File: src/rtl/vga_pkg.sv
// Shared screen geometry, bus widths, pixel record and sink FSM encodings.
package vga_pkg;

    localparam int SCREEN_W = 320;
    localparam int SCREEN_H = 240;
    localparam int ADDR_W   = 17;
    localparam int COLOR_W  = 3;
    localparam int COORD_W  = 10;
    localparam int PIX_W    = ADDR_W + COLOR_W;

    // Sink FSM encodings
    localparam logic [1:0] S_IDLE      = 2'd0;
    localparam logic [1:0] S_DRAIN     = 2'd1;
    localparam logic [1:0] S_CLEAR     = 2'd2;
    localparam logic [1:0] S_CLEAR_END = 2'd3;

    // One buffered write: linear framebuffer address plus color
    typedef struct packed {
        logic [ADDR_W-1:0]  addr;
        logic [COLOR_W-1:0] color;
    } pix_t;

    // Linear framebuffer address y*w + x, truncated to the address width
    function automatic logic [ADDR_W-1:0] lin_addr(input logic [COORD_W-1:0] x,
                                                   input logic [COORD_W-1:0] y,
                                                   input int w);
        return ADDR_W'(y) * ADDR_W'(w) + ADDR_W'(x);
    endfunction

endpackage

File: src/rtl/pixel_fifo.sv
// Synchronous FIFO with registered read/write pointers (one extra wrap bit
// distinguishes full from empty). A push while full is accepted only when a
// pop happens on the same edge.
module pixel_fifo
    import vga_pkg::*;
#(
    parameter int DEPTH = 16,
    parameter int WIDTH = PIX_W
) (
    input  logic             clk,
    input  logic             rst,
    input  logic             push_i,
    input  logic             pop_i,
    input  logic [WIDTH-1:0] wdata_i,
    output logic [WIDTH-1:0] rdata_o,
    output logic             full_o,
    output logic             empty_o
);

    localparam int AW = $clog2(DEPTH);

    logic [AW:0]      wptr_q, wptr_d;
    logic [AW:0]      rptr_q, rptr_d;
    logic [WIDTH-1:0] mem_q [DEPTH];
    logic             do_push;
    logic             do_pop;

    assign empty_o = (wptr_q == rptr_q);
    assign full_o  = (wptr_q[AW] != rptr_q[AW]) && (wptr_q[AW-1:0] == rptr_q[AW-1:0]);
    assign do_pop  = pop_i && !empty_o;
    assign do_push = push_i && (!full_o || do_pop);
    assign rdata_o = mem_q[rptr_q[AW-1:0]];

    // Pointer advance on accepted push/pop
    always_comb begin
        wptr_d = wptr_q;
        rptr_d = rptr_q;
        if (do_push) wptr_d = wptr_q + 1'b1;
        if (do_pop)  rptr_d = rptr_q + 1'b1;
    end

    // Pointer registers; reset empties the FIFO
    always_ff @(posedge clk or posedge rst) begin
        if (rst) begin
            wptr_q <= '0;
            rptr_q <= '0;
        end else begin
            wptr_q <= wptr_d;
            rptr_q <= rptr_d;
        end
    end

    // Storage array; contents are don't-care while empty so no reset needed
    always_ff @(posedge clk) begin
        if (do_push) mem_q[wptr_q[AW-1:0]] <= wdata_i;
    end

endmodule

File: src/rtl/pixel_write_sink.sv
// Accepts pixels from a sprite drawer, filters off-screen and transparent
// pixels, buffers {address,color} in a FIFO and drains them to a framebuffer
// write port. A clear request walks the whole screen writing color 0.
//
// Handshake: fb_wren/fb_address/fb_data come straight from registers and never
// depend combinationally on fb_ready. A write completes on a rising edge where
// fb_wren & fb_ready; until then the output register holds. The output
// register only takes a new FIFO entry on an edge where fb_ready is high, so a
// stalled framebuffer leaves all buffered pixels in the FIFO.
module pixel_write_sink
    import vga_pkg::ADDR_W, vga_pkg::COLOR_W, vga_pkg::COORD_W, vga_pkg::PIX_W,
           vga_pkg::S_IDLE, vga_pkg::S_DRAIN, vga_pkg::S_CLEAR, vga_pkg::S_CLEAR_END,
           vga_pkg::pix_t, vga_pkg::lin_addr;
#(
    parameter int         SCREEN_W          = vga_pkg::SCREEN_W,
    parameter int         SCREEN_H          = vga_pkg::SCREEN_H,
    parameter int         FIFO_DEPTH        = 16,
    parameter logic [2:0] TRANSPARENT_COLOR = 3'b000,
    parameter bit         TRANSPARENT_EN    = 1'b1
) (
    input  logic        clk,
    input  logic        reset_n,
    input  logic [9:0]  x,
    input  logic [9:0]  y,
    input  logic [2:0]  color,
    input  logic        writeEn,
    input  logic        clear,
    input  logic        fb_ready,
    output logic [16:0] fb_address,
    output logic [2:0]  fb_data,
    output logic        fb_wren,
    output logic        busy,
    output logic        clear_done,
    output logic        overflow
);

    localparam logic [COORD_W-1:0] X_LIM     = COORD_W'(SCREEN_W);
    localparam logic [COORD_W-1:0] Y_LIM     = COORD_W'(SCREEN_H);
    localparam logic [ADDR_W-1:0]  LAST_ADDR = ADDR_W'(SCREEN_W * SCREEN_H - 1);

    // FSM state and output register
    logic [1:0]         state_q, state_d;
    logic               fb_wren_q, fb_wren_d;
    logic [ADDR_W-1:0]  addr_q, addr_d;
    logic [COLOR_W-1:0] data_q, data_d;
    logic [ADDR_W-1:0]  clr_cnt_q, clr_cnt_d;
    logic               clr_pend_q, clr_pend_d;
    logic               overflow_q, overflow_d;

    // Input side
    logic               in_range;
    logic               transparent;
    logic               pix_pass;
    pix_t               pix_in;

    // FIFO side
    logic               fifo_pop;
    logic               fifo_full;
    logic               fifo_empty;
    logic [PIX_W-1:0]   fifo_rdata;
    pix_t               fifo_head;

    // A write is still waiting for the framebuffer to take it
    logic               pending;

    assign in_range    = (x < X_LIM) && (y < Y_LIM);
    assign transparent = TRANSPARENT_EN && (color == TRANSPARENT_COLOR);
    assign pix_pass    = writeEn && in_range && !transparent;
    assign pix_in      = '{addr: lin_addr(x, y, SCREEN_W), color: color};
    assign fifo_head   = pix_t'(fifo_rdata);
    assign pending     = fb_wren_q && !fb_ready;

    pixel_fifo #(
        .DEPTH (FIFO_DEPTH),
        .WIDTH (PIX_W)
    ) u_fifo (
        .clk     (clk),
        .rst     (reset_n),
        .push_i  (pix_pass),
        .pop_i   (fifo_pop),
        .wdata_i (pix_in),
        .rdata_o (fifo_rdata),
        .full_o  (fifo_full),
        .empty_o (fifo_empty)
    );

    // Next-state, output register and clear counter control
    always_comb begin
        state_d    = state_q;
        fb_wren_d  = fb_wren_q;
        addr_d     = addr_q;
        data_d     = data_q;
        clr_cnt_d  = clr_cnt_q;
        clr_pend_d = clr_pend_q;
        fifo_pop   = 1'b0;
        unique case (state_q)
            S_IDLE, S_DRAIN: begin
                if ((clear || clr_pend_q) && !pending) begin
                    // Clear wins over drain; first clear write is address 0
                    state_d    = S_CLEAR;
                    clr_pend_d = 1'b0;
                    clr_cnt_d  = '0;
                    fb_wren_d  = 1'b1;
                    addr_d     = '0;
                    data_d     = '0;
                end else begin
                    if (clear) clr_pend_d = 1'b1;
                    if (fb_ready) begin
                        fb_wren_d = !fifo_empty;
                        fifo_pop  = !fifo_empty;
                        if (!fifo_empty) begin
                            addr_d = fifo_head.addr;
                            data_d = fifo_head.color;
                        end
                    end
                    state_d = (fifo_empty && !fb_wren_d) ? S_IDLE : S_DRAIN;
                end
            end
            S_CLEAR: begin
                if (fb_ready) begin
                    if (clr_cnt_q == LAST_ADDR) begin
                        fb_wren_d = 1'b0;
                        state_d   = S_CLEAR_END;
                    end else begin
                        clr_cnt_d = clr_cnt_q + 17'd1;
                        addr_d    = clr_cnt_q + 17'd1;
                    end
                end
            end
            S_CLEAR_END: begin
                state_d = fifo_empty ? S_IDLE : S_DRAIN;
            end
            default: begin
                state_d   = S_IDLE;
                fb_wren_d = 1'b0;
            end
        endcase
    end

    // Sticky overflow: a filtered pixel found the FIFO full with no pop to make room
    always_comb begin
        overflow_d = overflow_q || (pix_pass && fifo_full && !fifo_pop);
    end

    // State registers; reset abandons any drain or clear immediately
    always_ff @(posedge clk or posedge reset_n) begin
        if (reset_n) begin
            state_q    <= S_IDLE;
            fb_wren_q  <= 1'b0;
            addr_q     <= '0;
            data_q     <= '0;
            clr_cnt_q  <= '0;
            clr_pend_q <= 1'b0;
            overflow_q <= 1'b0;
        end else begin
            state_q    <= state_d;
            fb_wren_q  <= fb_wren_d;
            addr_q     <= addr_d;
            data_q     <= data_d;
            clr_cnt_q  <= clr_cnt_d;
            clr_pend_q <= clr_pend_d;
            overflow_q <= overflow_d;
        end
    end

    assign fb_wren    = fb_wren_q;
    assign fb_address = addr_q;
    assign fb_data    = data_q;
    assign overflow   = overflow_q;
    assign clear_done = (state_q == S_CLEAR_END);
    assign busy       = !fifo_empty || fb_wren_q || clr_pend_q ||
                        (state_q == S_CLEAR) || (state_q == S_CLEAR_END);

endmodule

File: config.mk
export PLATFORM = sky130hd
export DESIGN_NAME = pixel_write_sink
export DESIGN_NICKNAME = d
export VERILOG_FILES = /design/src/rtl/vga_pkg.sv /design/src/rtl/pixel_fifo.sv /design/src/rtl/pixel_write_sink.sv
export SDC_FILE = /design/constraint.sdc
export NUM_CORES = 1
export LEC_CHECK = 0
export CAP_MARGIN = 20
export CORE_UTILIZATION = 50
export DETAILED_ROUTE_END_ITERATION = 8
export PLACE_DENSITY = 0.7
export SLEW_MARGIN = 5
export SYNTH_ARGS = -nofsm -noshare
export SYNTH_HDL_FRONTEND = slang
export SYNTH_SLANG_ARGS = --single-unit
File: constraint.sdc
create_clock -name clk -period 3.6 [get_ports clk]
set_clock_uncertainty 0.2 [all_clocks]
set_input_delay 0.36 -clock clk [delete_from_list [all_inputs] [get_ports clk]]
set_output_delay 0.36 -clock clk [all_outputs]
set_load 0.01 [all_outputs]
# Word-level counts from Yosys, hierarchy flattened
# Memory sizes are Yosys's and may differ from the RTL's.
# Cells that the tools add are included.
# W data, S select, Z words.
[totals] reg_bits=52 mem_count=1 wordCells=99 out_inout_bits=24 input_bits=28 ram_bits=320
[mem_list] name="u_fifo.mem_q" depth=16 width=20 read_ports=1 rd_clocked_by_memory_dff=0 write_ports=1 line_no="pixel_fifo.sv:24" source="logic [WIDTH-1:0] mem_q [DEPTH];"
[classes] multipliers=1 n_addsub=4 n_reduce_logical=37 n_lt_le_gt_ge=2 muxes=31 eq_ne=14
[ops] cell="$mux W17" n=6
[ops] cell="$pmux W17 S2" n=2
[ops] cell="$add A17 B1 Y17 const B" n=1
[ops] cell="$add A17 B10 Y17" n=1
[ops] cell="$eq A17 B17 Y1 const B" n=1
[ops] cell="$mux W1" n=15
[ops] cell="$logic_and A1 B1 Y1" n=11
[ops] cell="$mul A10 B3 Y11 const B" n=1
[ops] cell="$add A5 B1 Y5 const B" n=2
[ops] cell="$lt A10 B8 Y1 const B" n=1
[ops] cell="$lt A10 B9 Y1 const B" n=1
[ops] cell="$mux W3" n=3
[ops] cell="$ne A2 B2 Y1 const B" n=4
[ops] cell="$logic_not A1 Y1" n=7
[ops] cell="$logic_or A1 B1 Y1" n=7
[ops] cell="$mux W2" n=3
[ops] cell="$ne A3 B3 Y1 const B" n=2
[ops] cell="$pmux W2 S3" n=1
[ops] cell="$reduce_and A3 Y1" n=2
[ops] cell="$reduce_bool A2 Y1" n=3
[ops] cell="$eq A5 B5 Y1" n=1
[ops] cell="$reduce_and A5 Y1" n=1
[ops] cell="$eq A2 B2 Y1 const B" n=2
[ops] cell="$eq A4 B4 Y1" n=1
[ops] cell="other kinds (9)" n=10

# Depth between registers and ports, before layout
# Gate-level depths: netlist of the first run.
[depth] depth_word=11 depth_mapped=9 depth_no_buf=9

# Cells and area by module
# From an unflattened synthesis of the first run, not the netlist that was laid out.
[unflattened] hier_cells=892 hier_area_um2=15851.5
[modules_own_cells] module="pixel_fifo" n_inst=1 seq_area_each_um2=9859.5 cells_each=559 area_each_um2=12741.0
[modules_own_cells] module="pixel_write_sink" n_inst=1 seq_area_each_um2=1051.0 cells_each=333 area_each_um2=3110.5

# Worst setup path before layout of the first run
# No wires, ideal clock.
[synth_path] path_kind="input port to flip-flop" start="in y[8]" end="mem u_fifo.mem_q[3][0] in the netlist's numbering, enable pin" arrival_time_ns=2.984 cell_stages=5 required_time_ns=2.978 n_path_buf=0 setup_slack_ns=-0.006 setup_time_ns=0.422 cell_sequence="or4b_1 > nor3_1 > a21boi_2 > nand2_1 > nor3_1"
[synth_via] elab_chain_len=7
[synth_rtl] element="from (decl)" line_no="pixel_write_sink.sv:24" source="input logic [9:0] y,"
[synth_rtl] element="$lt A10 B8 Y1" line_no="pixel_write_sink.sv:66" source="assign in_range = (x < X_LIM) && (y < Y_LIM);"
[synth_rtl] element="$logic_and A1 B1 Y1" line_no="pixel_write_sink.sv:66"
[synth_rtl] element="$logic_and A1 B1 Y1 (2 in a row)" line_no="pixel_write_sink.sv:68" source="assign pix_pass = writeEn && in_range && !transparent;"
[synth_rtl] element="$logic_and A1 B1 Y1" line_no="pixel_fifo.sv:31" source="assign do_push = push_i && (!full_o || do_pop);"
[synth_rtl] element="$mux W1" line_no="pixel_fifo.sv:55" source="if (do_push) mem_q[wptr_q[AW-1:0]] <= wdata_i;"
[synth_rtl] element="$mux W1 (not written as such)" line_no="pixel_fifo.sv:55"
[synth_rtl] element="to (decl)" line_no="pixel_fifo.sv:24"
# No other way between the ends.

# Worst setup path after layout of the first run
[layout_path] start="reg u_fifo.rptr_q[3]" end="out busy"
[layout_via] elab_chain_len=6
[layout_rtl] element="from (decl)" line_no="pixel_fifo.sv:23" source="logic [AW:0] rptr_q, rptr_d;"
[layout_rtl] element="from (signal assigned)" line_no="pixel_fifo.sv:49" source="rptr_q <= rptr_d;"
[layout_rtl] element="$eq A5 B5 Y1" line_no="pixel_fifo.sv:28" source="assign empty_o = (wptr_q == rptr_q);"
[layout_rtl] element="$logic_not A1 Y1" line_no="pixel_write_sink.sv:171" source="assign busy = !fifo_empty || fb_wren_q || clr_pend_q ||"
[layout_rtl] element="$logic_or A1 B1 Y1 (3 in a row)" line_no="pixel_write_sink.sv:171"
[layout_rtl] element="$logic_or A1 B1 Y1" line_no="pixel_write_sink.sv:172" source="(state_q == S_CLEAR) || (state_q == S_CLEAR_END);"
[layout_rtl] element="to (decl)" line_no="pixel_write_sink.sv:32" source="output logic busy,"
# No other way between the ends.

==> flow_metrics.env, run 1 <==
export IMPL_timing_worst_setup_path_type="reg2out"
export IMPL_grt_antenna_before_repair=0
export IMPL_wire_length_of_the_first_global_routing_pass_um=49400
export IMPL_worst_path_slowest_cell="dfrtp_1"
export IMPL_yosys_area_share_adder_pct=2.26
export IMPL_worst_setup_hold_path_clk_slew_ps=60
export IMPL_cts_tree="yes"
export IMPL_relSlewSlack_pct=28.3
export IMPL_via_per_inst=5.86
export IMPL_port_buffers=51
export IMPL_htree_levels=2
export IMPL_finalHoldViolCount=0
export IMPL_combinational_family_with_the_most_area_after_synthesis="multiplexers"
export IMPL_drt_iter0_markers=660
export IMPL_timing_max_cap_violations=0
export IMPL_placed_cells=1338
export IMPL_critPathMaxStageDelay_ps=550
export IMPL_worstSetupEndpointType="output port"
export IMPL_die_w_um=179
export IMPL_timing_worst_slew_pin_value_ps=1070
export IMPL_synth_cell_types=60
export IMPL_grt_setup_unrepaired="no"
export IMPL_num_nets_final=1038
export IMPL_core_um2=30700
export IMPL_depth_of_the_most_critical_reg_to_reg_path=6
export IMPL_drv_slew=0
export IMPL_site_row_count=64
export IMPL_power_density_nw_per_um2=524
export IMPL_sequential_fraction_of_the_synthesis_area_pct=69.9
export IMPL_globalRouteOverflowTotal=0
export IMPL_synth_async_reset_ratio_pct=14.0
export IMPL_area_growth_synth_to_final_pct=18.0
export IMPL_synthCells=860
export IMPL_critPathMaxFanout=8
export IMPL_timing_critical_path_depth=5
export IMPL_cts_max_path_buffers=3
export IMPL_synth_area_per_cell_um2=18.1
export IMPL_ant_nets=0
export IMPL_synth_compound_area_share_pct=3.88
export IMPL_cts_made_buffers=37
export IMPL_postSynthRegisterBits=372
export IMPL_run_status="finished clean"
export IMPL_floorplan_die_area_um2=31900
export IMPL_synthSimpleGateAreaFrac_pct=4.38
export IMPL_gp_congestion=0.783
export IMPL_static_leakage_power_nw=6.15
export IMPL_worstPathArrival_ps=2870
export IMPL_drive_above_1_share_pct=24.5
export IMPL_path_buf_inv=1
export IMPL_maximum_clock_frequency_ghz=0.292
export IMPL_mappedNetlistArea_um2=15600
export IMPL_count_of_synthesis_stage_warnings_from_yosys=0
export IMPL_fin_ws_ps=172
export IMPL_groute_usage_overall_pct=21.3
export IMPL_die_height_um=179
export IMPL_dr_pass1_iters=5
export IMPL_fin_setup_tns_ps=0
export IMPL_routed_wire_length_per_instance_um=23.1
export IMPL_final_routed_drc_violation_total=0
export IMPL_synth_enable_flop_cells=320
export IMPL_synth_mux_area_share_pct=15.6
export IMPL_layout_filler_cells=2211
export IMPL_dp_worst_setup_slack_ps=-426
export IMPL_hpwlAfterDp_um=19000
export IMPL_setup_viol=0
export IMPL_clk_lat_worst_skew_ps=520
export IMPL_clk_sinks=372
export IMPL_io_pins=52
export IMPL_routed_via_count=8233
export IMPL_share_of_the_core_filled_with_cells_pct=60.0
export IMPL_cell_family_with_most_cp_delay="simple AND/OR/NAND/NOR gates"
export IMPL_antenna_cells_inserted=0
export IMPL_cts_hold_buffers_added=0
export IMPL_critical_path_startpoint_type="register"
export IMPL_initial_util_pct=50.9
export IMPL_mappedNetlistNets=915
export IMPL_synth_main_ff_cell="edfxtp_1"
export IMPL_hold_path_class="in2async"
export IMPL_synth_xor_area_share_pct=2.17
export IMPL_finalWorstPathRequiredPeriod_ps=3430
export IMPL_grt_start_max_net_pins=84
export IMPL_layout_cells_non_filler=1404
export IMPL_irDropWorstVdd_mv=0.265
export IMPL_root_buffer_selected_by_cts="clkbuf_16"
export IMPL_cp_cell_sequence="xor2_1 > nor4_2 > nand2_1 > or4_1 > clkdlybuf4s50_1"
export IMPL_fin_crit_sh_pct=95.2
export IMPL_worst_endpoint_required_ps=3040
export IMPL_first_global_vias=8133
export IMPL_drt_total_wl_um=32400
## cells in the mapped netlist (all sizes together) (5+ instances only)
cell,number,area (µm²)
a21oi,15,75.1
and3,5,31.3
buf,23,131
clkbuf,15,60.1
dfrtp,52,1300
edfxtp,320,9610
ha,25,313
inv,23,86.3
mux2,11,124
mux2i,44,440
mux4,83,1870
nand2,29,109
nand2b,6,37.5
nand3,8,40.0
nand4,7,43.8
nor2,42,158
nor3,9,50.1
o21ai,30,154
o22ai,10,62.6
o31ai,9,67.6
or3,5,31.3
xnor2,18,158
xor2,18,158
## path summary, 6_finish.rpt
kind,startpoint,endpoint,slack [ps]
hold reg to reg,overflow$_DFF_PP0_,overflow$_DFF_PP0_,300
setup / recovery,u_fifo.rptr_q[3]$_DFFE_PP0P_,busy,170
min in group clk,overflow$_DFF_PP0_,overflow$_DFF_PP0_,300
hold / removal,reset_n,fb_address[12]$_DFFE_PP0P_,100
setup reg to reg,u_fifo.rptr_q[0]$_DFFE_PP0P_,fb_address[10]$_DFFE_PP0P_,760
max in group asynchronous,reset_n,clr_cnt_q[15]$_DFFE_PP0P_,2350
## flip-flops by register name, summed over array words and instances (netlist names)
register       count
overflow           1
fb_address        17
fb_wren            1
u_fifo.wptr_q      5
clr_pend_q         1
fb_data            3
u_fifo.rptr_q      5
u_fifo.mem_q     320
state_q            2
clr_cnt_q         17
## repair_timing
action / CTS / global route
setup buffers: 0 / 0
setup endpoints to repair: 0 / 32
resized for setup: 0 / 2
## worst reg2reg max path: stages (launching register included)
cell	delay, ps
dfrtp_4	430
buf_12	440
mux4_2	780
mux2i_1	280
a2bb2oi_1	170
o21ai_0	140
mux2_2	290
## cells by family after synthesis
family / Yosys count
flip-flops: 372
multiplexers: 138
AND/OR/NAND/NOR: 132
AO/OA/AOI/OAI: 93
buffers and inverters: 61
XOR/XNOR: 37
adder cells (fa/ha/maj): 27
## power by group
| group | internal, mW | total [mW] | switching (mW) |
|---|---|---|---|
| sequential | 4.96 | 5.11 | 0.143 |
| clock | 2.13 | 3.65 | 1.51 |
| combinational | 0.383 | 0.888 | 0.505 |
| total | 7.48 | 9.64 | 2.16 |
## placed cells by master, fill, tap and decap left out, drive strengths merged, types with 3 or more instances in the layout
cell	synthesis	routed
clkbuf	15	49
nand2	29	29
mux2	11	11
clkdlybuf4s50	0	51
clkinv	0	12
or3	5	5
o2bb2ai	3	3
o22a	4	4
dfrtp	52	52
o22ai	10	10
nor3	9	9
nand2b	6	6
nor2	42	42
edfxtp	320	320
mux4	83	83
mux2i	44	44
inv	23	24
a21oi	15	15
o21ai	30	30
nor4	3	3
nand4	7	7
a2bb2oi	3	3
ha	25	25
xor2	18	18
nor2b	3	3
and2	4	4
and3	5	5
nand3	8	8
o31ai	9	9
buf	23	71
xnor2	18	18
a21o	4	4
## cell type report
type | count | area, µm² | share of cell area [%]
Clock buffer | 49 | 1020 | 5.56
Clock inverter | 15 | 119 | 0.646
Inverter | 23 | 86.3 | 0.469
Multi-Input combinational cell | 427 | 4480 | 24.3
Sequential cell | 372 | 10900 | 59.3
Tap cell | 396 | 495 | 2.69
Timing Repair Buffer | 122 | 1290 | 7.03
## per-layer routing
metal  vias up  part of all wire, %  global-route usage (%)
li1       3672                    -                       -
met1      4239                   43                    30.8
met2       289                   49                    34.2
met3        33                  6.2                    3.24
met4         0                  1.3                    4.84
met5         -                    0                       0
## per-stage QoR
step / total power [mW] / instance area (µm²) / hold slack [ps]
final: 9.64 / 18400 / 103
after CTS: 9.70 / 18400 / 118
after global routing: 10.0 / 18400 / 182
after detailed placement: 6.07 / 17200 / 281
after floorplan: 5.66 / 15600 / 259
after global placement: 6.03 / 17200 / 289
(Power assumes the default switching activity.)
==> run 2, diff against run 1 <==
- CORE_UTILIZATION: 50 -> 30
- PLACE_DENSITY: 0.7 -> unset
==> run 2 against run 1 <==
Utilization shrank 23 points. Cell count grew 22%. Sequential cell count is the same. Highest routed layer unchanged.
==> flow_metrics.env, run 2 (synthesized netlist as in run 1, its figures left out) <==
export IMPL_worst_path_slowest_cell="dfrtp_4"
export IMPL_timing_worst_slew_pin_value_ps=1140
export IMPL_critPathMaxFanout=15
export IMPL_largest_reg_flops=320
export IMPL_die_w_um=230
export IMPL_via_per_inst=4.81
export IMPL_drt_iter0_markers=794
export IMPL_finalWorstPathRequiredPeriod_ps=3420
export IMPL_grt_start_max_net_pins=67
export IMPL_die_height_um=230
export IMPL_core_um2=51300
export IMPL_grt_antenna_before_repair=1
export IMPL_globalRouteOverflowTotal=0
export IMPL_maximum_clock_frequency_ghz=0.292
export IMPL_post_cts_buffers=0
export IMPL_num_nets_final=1052
export IMPL_cts_tree="yes"
export IMPL_static_leakage_power_nw=6.25
export IMPL_hold_path_class="in2async"
export IMPL_cts_max_path_buffers=3
export IMPL_critPathMaxStageDelay_ps=610
export IMPL_ant_nets=0
export IMPL_routed_wire_length_per_instance_um=20.1
export IMPL_fin_setup_tns_ps=0
export IMPL_port_buffers=51
export IMPL_setup_viol=0
export IMPL_root_buffer_selected_by_cts="clkbuf_16"
export IMPL_critical_path_startpoint_type="register"
export IMPL_clk_sinks=372
export IMPL_cp_cell_sequence="xor2_1 > nor4_4 > nand2_1 > or4_1 > clkdlybuf4s50_1"
export IMPL_groute_usage_overall_pct=13.0
export IMPL_worst_setup_hold_path_clk_slew_ps=60
export IMPL_layout_filler_cells=4797
export IMPL_timing_max_cap_violations=0
export IMPL_gp_congestion=0.790
export IMPL_finalPower_mw=9.95
export IMPL_commonest_cells_after_routing_fill_and_taps_aside="edfxtp_1 (320), mux4_2 (83), buf_4 (65)"
export IMPL_initial_util_pct=30.4
export IMPL_clk_lat_worst_skew_ps=540
export IMPL_drv_slew=0
export IMPL_power_density_nw_per_um2=526
export IMPL_htree_levels=2
export IMPL_irDropWorstVdd_mv=0.273
export IMPL_first_global_vias=8489
export IMPL_timing_worst_setup_path_type="reg2out"
export IMPL_final_routed_drc_violation_total=0
export IMPL_wire_length_of_the_first_global_routing_pass_um=51600
export IMPL_routed_via_count=8223
export IMPL_antenna_cells_inserted=0
export IMPL_layout_commonest_cell="edfxtp_1"
export IMPL_drt_total_wl_um=34300
export IMPL_relSlewSlack_pct=24.3
export IMPL_area_occupied_by_multi_input_gates_um2=4480
export IMPL_site_row_count=83
export IMPL_sequential_cell_area_um2=10900
export IMPL_worstPathArrival_ps=2860
export IMPL_finalHoldViolCount=0
export IMPL_floorplan_die_area_um2=52900
export IMPL_io_pins=52
export IMPL_run_status="finished clean"
export IMPL_worstSetupEndpointType="output port"
export IMPL_area_growth_synth_to_final_pct=21.3
export IMPL_drive_above_1_share_pct=25.8
export IMPL_cts_made_buffers=40
export IMPL_hpwlAfterDp_um=21200
export IMPL_worst_endpoint_required_ps=3040
export IMPL_dr_pass1_iters=5
export IMPL_grt_setup_unrepaired="no"
export IMPL_fin_crit_sh_pct=95.1
[run 2: cell count changes in the layout (fill, tap and decap cells not counted), sizes merged]
cell / change
buf: +11
clkinv: +10
bufinv: +1
clkbuf: -3
clkinvlp: +1
[run 2: area by class of cell]
cell class,instances,share of cell area (%)
clock buffers,46,5.41
clock inverters,27,1.20
inverters,23,0.456
multi-input cells,427,23.7
flip-flops and latches,372,57.7
well taps,680,4.50
repair buffers,133,7.08
[run 2: critical path: cells and delay by family (launching register included)]
kind | cells | cell delay [ps]
simple gates | 3 | 1020
flops | 1 | 610
buf+inv | 1 | 500
xor+xnor | 1 | 210
[run 2: worst paths after layout]
check | from | endpoint | slack, ps | cells after the start
min reg2reg | u_fifo.wptr_q[4]$_DFFE_PP0P_ | u_fifo.wptr_q[4]$_DFFE_PP0P_ | 300 | 1
max | u_fifo.rptr_q[0]$_DFFE_PP0P_ | busy | 180 | 5
min | reset_n | state_q[0]$_DFFE_PP0P_ | 160 | 2
min in group clk | u_fifo.wptr_q[4]$_DFFE_PP0P_ | u_fifo.wptr_q[4]$_DFFE_PP0P_ | 300 | 1
max in group asynchronous | reset_n | u_fifo.rptr_q[0]$_DFFE_PP0P_ | 2340 | 2
max reg2reg | u_fifo.rptr_q[1]$_DFFE_PP0P_ | fb_address[0]$_DFFE_PP0P_ | 650 | 6
[run 2: what timing repair did]
action                                  4_1_cts  5_1_grt
hold buffers                                  0        0
endpoints found under the setup margin        0        1
resized for setup                             0        1
[run 2: metal layers]
metal / track usage [%] / part of all wire [%]
met4: 3.77 / 2.0
met5: 0 / 0
met3: 2.47 / 5.2
met1: 18.3 / 47
met2: 20.4 / 46
[run 2: metrics by stage]
stage / std cells / hold WS [ps] / util [%] / area (µm²) / setup slack (ps)
2_1_floorplan: 860 / 259 / - / 15600 / 11.9
3_3_place_gp: 1633 / 281 / 34.4 / 17600 / -306
3_5_place_dp: 1633 / 288 / 34.4 / 17600 / -335
4_1_cts: 1706 / 173 / 36.8 / 18900 / 16.1
5_1_grt: 1708 / 241 / 36.9 / 18900 / 22.1
6_report: 1708 / 164 / 36.9 / 18900 / 177
[run 2: report_power, final]
group	internal [mW]	switching (mW)	leakage, nW
combinational	0.404	0.536	2.11
sequential	4.96	0.139	3.53
clock	2.26	1.64	0.613
==> run 3, diff against run 2 <==
- HOLD_SLACK_MARGIN: unset -> 0.12
==> results of run 3 <==
No change in the layout: final DEF, timing and power equal those of run 2.
==> variant 1: new RTL, settings of run 1 <==
The parameter `TRANSPARENT_EN` goes from 1'b1 to 1'b0.
--- a/src/rtl/pixel_write_sink.sv
+++ b/src/rtl/pixel_write_sink.sv
@@ -16,7 +16,7 @@
     parameter int         SCREEN_H          = vga_pkg::SCREEN_H,
     parameter int         FIFO_DEPTH        = 16,
     parameter logic [2:0] TRANSPARENT_COLOR = 3'b000,
-    parameter bit         TRANSPARENT_EN    = 1'b1
+    parameter bit         TRANSPARENT_EN    = 1'b0
 ) (
     input  logic        clk,
     input  logic        reset_n,
Check against the original RTL: not equivalent (Yosys sat finds a counterexample within 4 cycles, from zero or initial values and one cycle with reset_n high).
==> variant 1 against run 1 <==
- clock power is 6.6% higher
- routed wire length rose by 1.1%
- sequential share of layout area shrank 0.11 points
- count of clock-buffer cells in the layout is 10 lower
- critical endpoint is now u_fifo.mem_q[11][19]
- sequential power hardly changed
- die area is 0.93% higher
- the run now ends with design-rule violations left
- non-clock buffer count up 2
- highest routed layer unchanged
- largest power group unchanged
- worst setup slack gained 0.16 ns
- synthesized area rose by 0.94%
- synthesized cell count grew 2.7%
- design area rose by 0.16%
- power is 3.0% higher
- sequential cell count is the same
==> variant 1: results (changes against run 1) <==
[placement]
placed_cell_area_mm2 = 0.0172  ; -0.43%
hpwl_mm = 20.0  ; +5.1%
port_buffers = 51  ; unchanged
dp_cells = 1351  ; +0.97%
place.gp.congestion = 0.855  ; +9.3%

[finish]
largest_reg_flops = 320  ; unchanged
fillCellCount = 2234  ; +1.0%
layout-drive-gt1-share_pct = 24.0  ; -0.48 points
final_nets = 1053  ; +1.4%
diodes = 0  ; unchanged

[drt]
wl_per_cell_um = 23.1  ; about the same
drt-total-wl_mm = 32.8  ; +1.1%
drt_iter0_markers = 872  ; +32%
viasPerCell = 5.98  ; +2.0%
drc_errors = 12  ; +12
first_pass_iters = 9  ; +4

[yosys]
synthTopCellsByCount = edfxtp_1 (320), mux4_2 (80), dfrtp_1 (52)
ys_types = 60  ; unchanged
synth_seq_area_share_pct = 69.3  ; -0.65 points
synthTopCellsByArea = edfxtp_1 (61%), mux4_2 (11%), dfrtp_1 (8.3%), ha_1 (2.0%), mux2_2 (1.5%)
syn_area_per_cell_um2 = 17.8  ; -1.7%
synth-edff-count = 320  ; unchanged
synth_nets = 938  ; +2.5%

[timing]
worstMarginPinSlew_ns = 0.764  ; -0.308 ns

[global_routing]
grt_pass1_vias = 8419  ; +3.5%
grt_max_degree = 70  ; -17%
grt_pass1_wl_mm = 50.3  ; +1.8%
track_usage_pct = 20.7  ; -0.52 points

[power]
vdd_drop_max_mv = 0.301  ; +14%
leakage_nw = 6.25  ; +1.6%

[run_status]
status = finished with violations
violations = design-rule violations

[clock_tree]
cts_hold_buf = 0  ; unchanged
clk_latency_ns = 0.52  ; about the same

[worst_setup_path]
crit_path_start = y[1]
slowest_stage = clkdlybuf4s50_1
r2r-start = clr_cnt_q[0]
cp_max_fo = 16  ; +8
cp.arrival_ns = 3.32  ; +0.45 ns
max_stage_delay_ns = 0.44  ; -0.11 ns

-- variant 1: cell count changes after synthesis, moves of 7 or more --
| cell | change |
|---|---|
| and3_1 | +10 |
| nand2_1 | -7 |
| nor2b_1 | +9 |
| nor2_1 | -20 |
| inv_1 | -9 |
| nand3_1 | +12 |
| a211oi_1 | +9 |
| nor4_1 | +16 |
| mux2_2 | +10 |
| clkbuf_1 | +13 |
| a22o_1 | +9 |
| mux2i_1 | -24 |
| a31oi_1 | +10 |
-- variant 1: path summary, 6_finish.rpt --
check                                       end  slack (ns)  cells after the start
max                        u_fifo.mem_q[11][19]        0.33                     10
min                               fb_address[9]        0.02                      2
max reg2reg                      fb_address[12]        0.50                      6
min reg2reg                       fb_address[9]        0.31                      1
max in group asynchronous            fb_data[2]        2.42                      3
min in group clk                  fb_address[9]        0.31                      1
-- variant 1: routing by layer --
layer | global-route usage (%) | routed length [µm] | up-vias | share of wire (%)
li1 | - | - | 3809 | -
met2 | 34.2 | 16100 | 290 | 49
met1 | 29.2 | 14200 | 4354 | 43
met5 | 0 | 0 | - | 0
met4 | 5.28 | 561 | 0 | 1.7
met3 | 3.16 | 1940 | 40 | 5.9
-- variant 1: cell families (layout without fill, tap and decap cells) --
kind of cell	after synthesis	in the layout	synth area share [%]
flip-flops	372	372	69.3
AND/OR/NAND/NOR	149	149	5.14
multiplexers	127	127	14.8
AO/OA/AOI/OAI	110	110	4.67
buffers and inverters	62	203	1.79
XOR/XNOR	36	36	2.09
adder cells (fa/ha/maj)	27	27	2.24
-- variant 1: report_power, final --
group / total (W) / switching [W] / internal [W]
registers: 0.00510 / 0.000129 / 0.00497
logic: 0.000943 / 0.000525 / 0.000419
clock network: 0.00389 / 0.00157 / 0.00232
-- variant 1: final cells by class --
class                   instances  share of cell area (%)
flip-flops and latches        372                    59.2
multi-input cells             449                    24.8
repair buffers                124                    6.35
clock buffers                  39                    5.06
well taps                     396                    2.69
clock inverters                26                    1.67
inverters                      14                   0.285
-- variant 1: repair_timing --
action | 4_1_cts | 5_1_grt
hold endpoints to repair | 0 | 0
gates resized for setup | 0 | 1
endpoints found under the setup margin | 0 | 5
-- variant 1: metrics by stage --
step	setup WS, ns	util [%]	TNS [ns]
finish	0.331	60.0	0
CTS	0.0804	59.9	0
global route	0.136	60.0	0
detailed placement	-0.452	55.8	-13.96
floorplan	0.236	-	0
global placement	-0.318	55.8	-8.74
-- variant 1: worst max-delay path: cells and delay by family --
family / cells / cell delay (ns)
XOR/XNOR: 1 / 0.30
AO/OA/AOI/OAI: 2 / 0.71
buffers and inverters: 2 / 0.63
AND/OR/NAND/NOR: 2 / 0.40
adder cells (fa/ha/maj): 3 / 0.93
==> variant 2: new RTL, config.mk and constraints of run 1 <==
Made on the original files. Put one more register stage on the output `overflow`, without a reset. The value now appears one clock later. The other outputs are not delayed to match.
--- a/src/rtl/pixel_write_sink.sv
+++ b/src/rtl/pixel_write_sink.sv
@@ -166,7 +166,9 @@
     assign fb_wren    = fb_wren_q;
     assign fb_address = addr_q;
     assign fb_data    = data_q;
-    assign overflow   = overflow_q;
+    always_ff @(posedge clk) begin
+        overflow <= overflow_q;
+    end
     assign clear_done = (state_q == S_CLEAR_END);
     assign busy       = !fifo_empty || fb_wren_q || clr_pend_q ||
                         (state_q == S_CLEAR) || (state_q == S_CLEAR_END);
Behaviour: no difference found for any inputs over 4 cycles, from zero or initial values and one cycle with reset_n high; that may be too few to reach the edited logic, so the function may still have changed.
==> variant 2 against run 1 <==
- worst setup slack worse by 0.00077 ns
- sequential cell count increased by 1
- routed wire length fell by 0.57%
- hold slack improved by 0.081 ns
- design area about the same
- clock power fell by 3%
- maximum frequency about the same
- global-route usage shrank 0.16 points
- power shrank 0.87%
- synthesized area is 0.13% higher
- non-clock buffer count increased by 5
- count of clock-buffer cells in the layout shrank 2
- critical path type is now in -> reg
==> variant 2: results (changes against run 1) <==
[power]
p_int_w = 0.00738  ; -1.3%
p_clk_w = 0.00353  ; -3%
pg_seq_w = 0.00512  ; about the same
leakage_nw = 6.14  ; about the same

[finish]
clockBufferCount = 47  ; -4.1%
nonClockBufferCount = 127  ; +4.1%
sh_seq_area_pct = 59.4  ; +0.14 points
clkCellAreaFrac_pct = 5.98  ; -0.22 points
final_nets = 1044  ; +0.58%
layout-drive-gt1-share_pct = 24.9  ; +0.35 points
multi_input_area_share_pct = 24.3  ; about the same

[worst_setup_path]
reg2reg_depth = 7  ; +1
r2r-start = clr_cnt_q[0]
cp.arrival_ns = 3.49  ; +0.62 ns
slowest_stage = or4b_4
max_stage_delay_ns = 0.49  ; -0.06 ns
crit_end = u_fifo.mem_q[11][19]
cp_max_fo = 16  ; +8
r2r_setup_slack_ns = 0.78  ; +0.02 ns

[drt]
drt_iter0_markers = 831  ; +26%
viasPerCell = 5.85  ; -0.23%

[yosys]
ys_ff_latch = 373  ; +0.27%
synth_nets = 916  ; +0.11%
ys_types = 61  ; +1.7%
synthMuxAreaShare_pct = 15.6  ; -0.020 points
synth_compound_area_share_pct = 3.88  ; -0.0050 points
synthArstFlopShare_pct = 13.9  ; -0.037 points
synthXorXnorAreaFrac_pct = 2.16  ; -0.0028 points

[worst_hold_path]
hold_class = reg -> reg

[run_status]
status = finished, final reports clean

[placement]
placed_cell_area_mm2 = 0.0173  ; +0.10%
hpwl_mm = 19.0  ; about the same
place.gp.congestion = 0.806  ; +3.0%

[global_routing]
track_usage_pct = 21.1  ; -0.16 points

-- variant 2: changes by cell type after synthesis --
cell / before / now
dfxtp_1: 0 / 1
-- variant 2: metal layers --
metal  up-vias  routed length, µm  GRT usage, %
met5         -                  0             0
li1       3679                  -             -
met1      4253              14000          29.9
met4         0                484          5.30
met2       281              15800          34.2
met3        36               1910          3.58
-- variant 2: timing repair --
| item | in CTS | in global routing |
|---|---|---|
| gates resized for setup | 0 | 2 |
| endpoints found under the setup margin | 0 | 1 |
| hold buffers | 1 | 0 |
| hold endpoints to repair | 11 | 0 |
-- variant 2: stage by stage --
stage               setup slack, ns  cells  TNS, ns  utilization [%]  hold WS, ns
CTS                           0.127   1407        0             59.9        0.185
global route                0.00626   1410        0             60.0        0.203
global placement             -0.282   1342    -7.36             56.3        0.162
floorplan                    0.0119    861        0                -        0.148
finish                        0.171   1410        0             60.0        0.185
detailed placement           -0.391   1342   -11.78             56.3        0.171
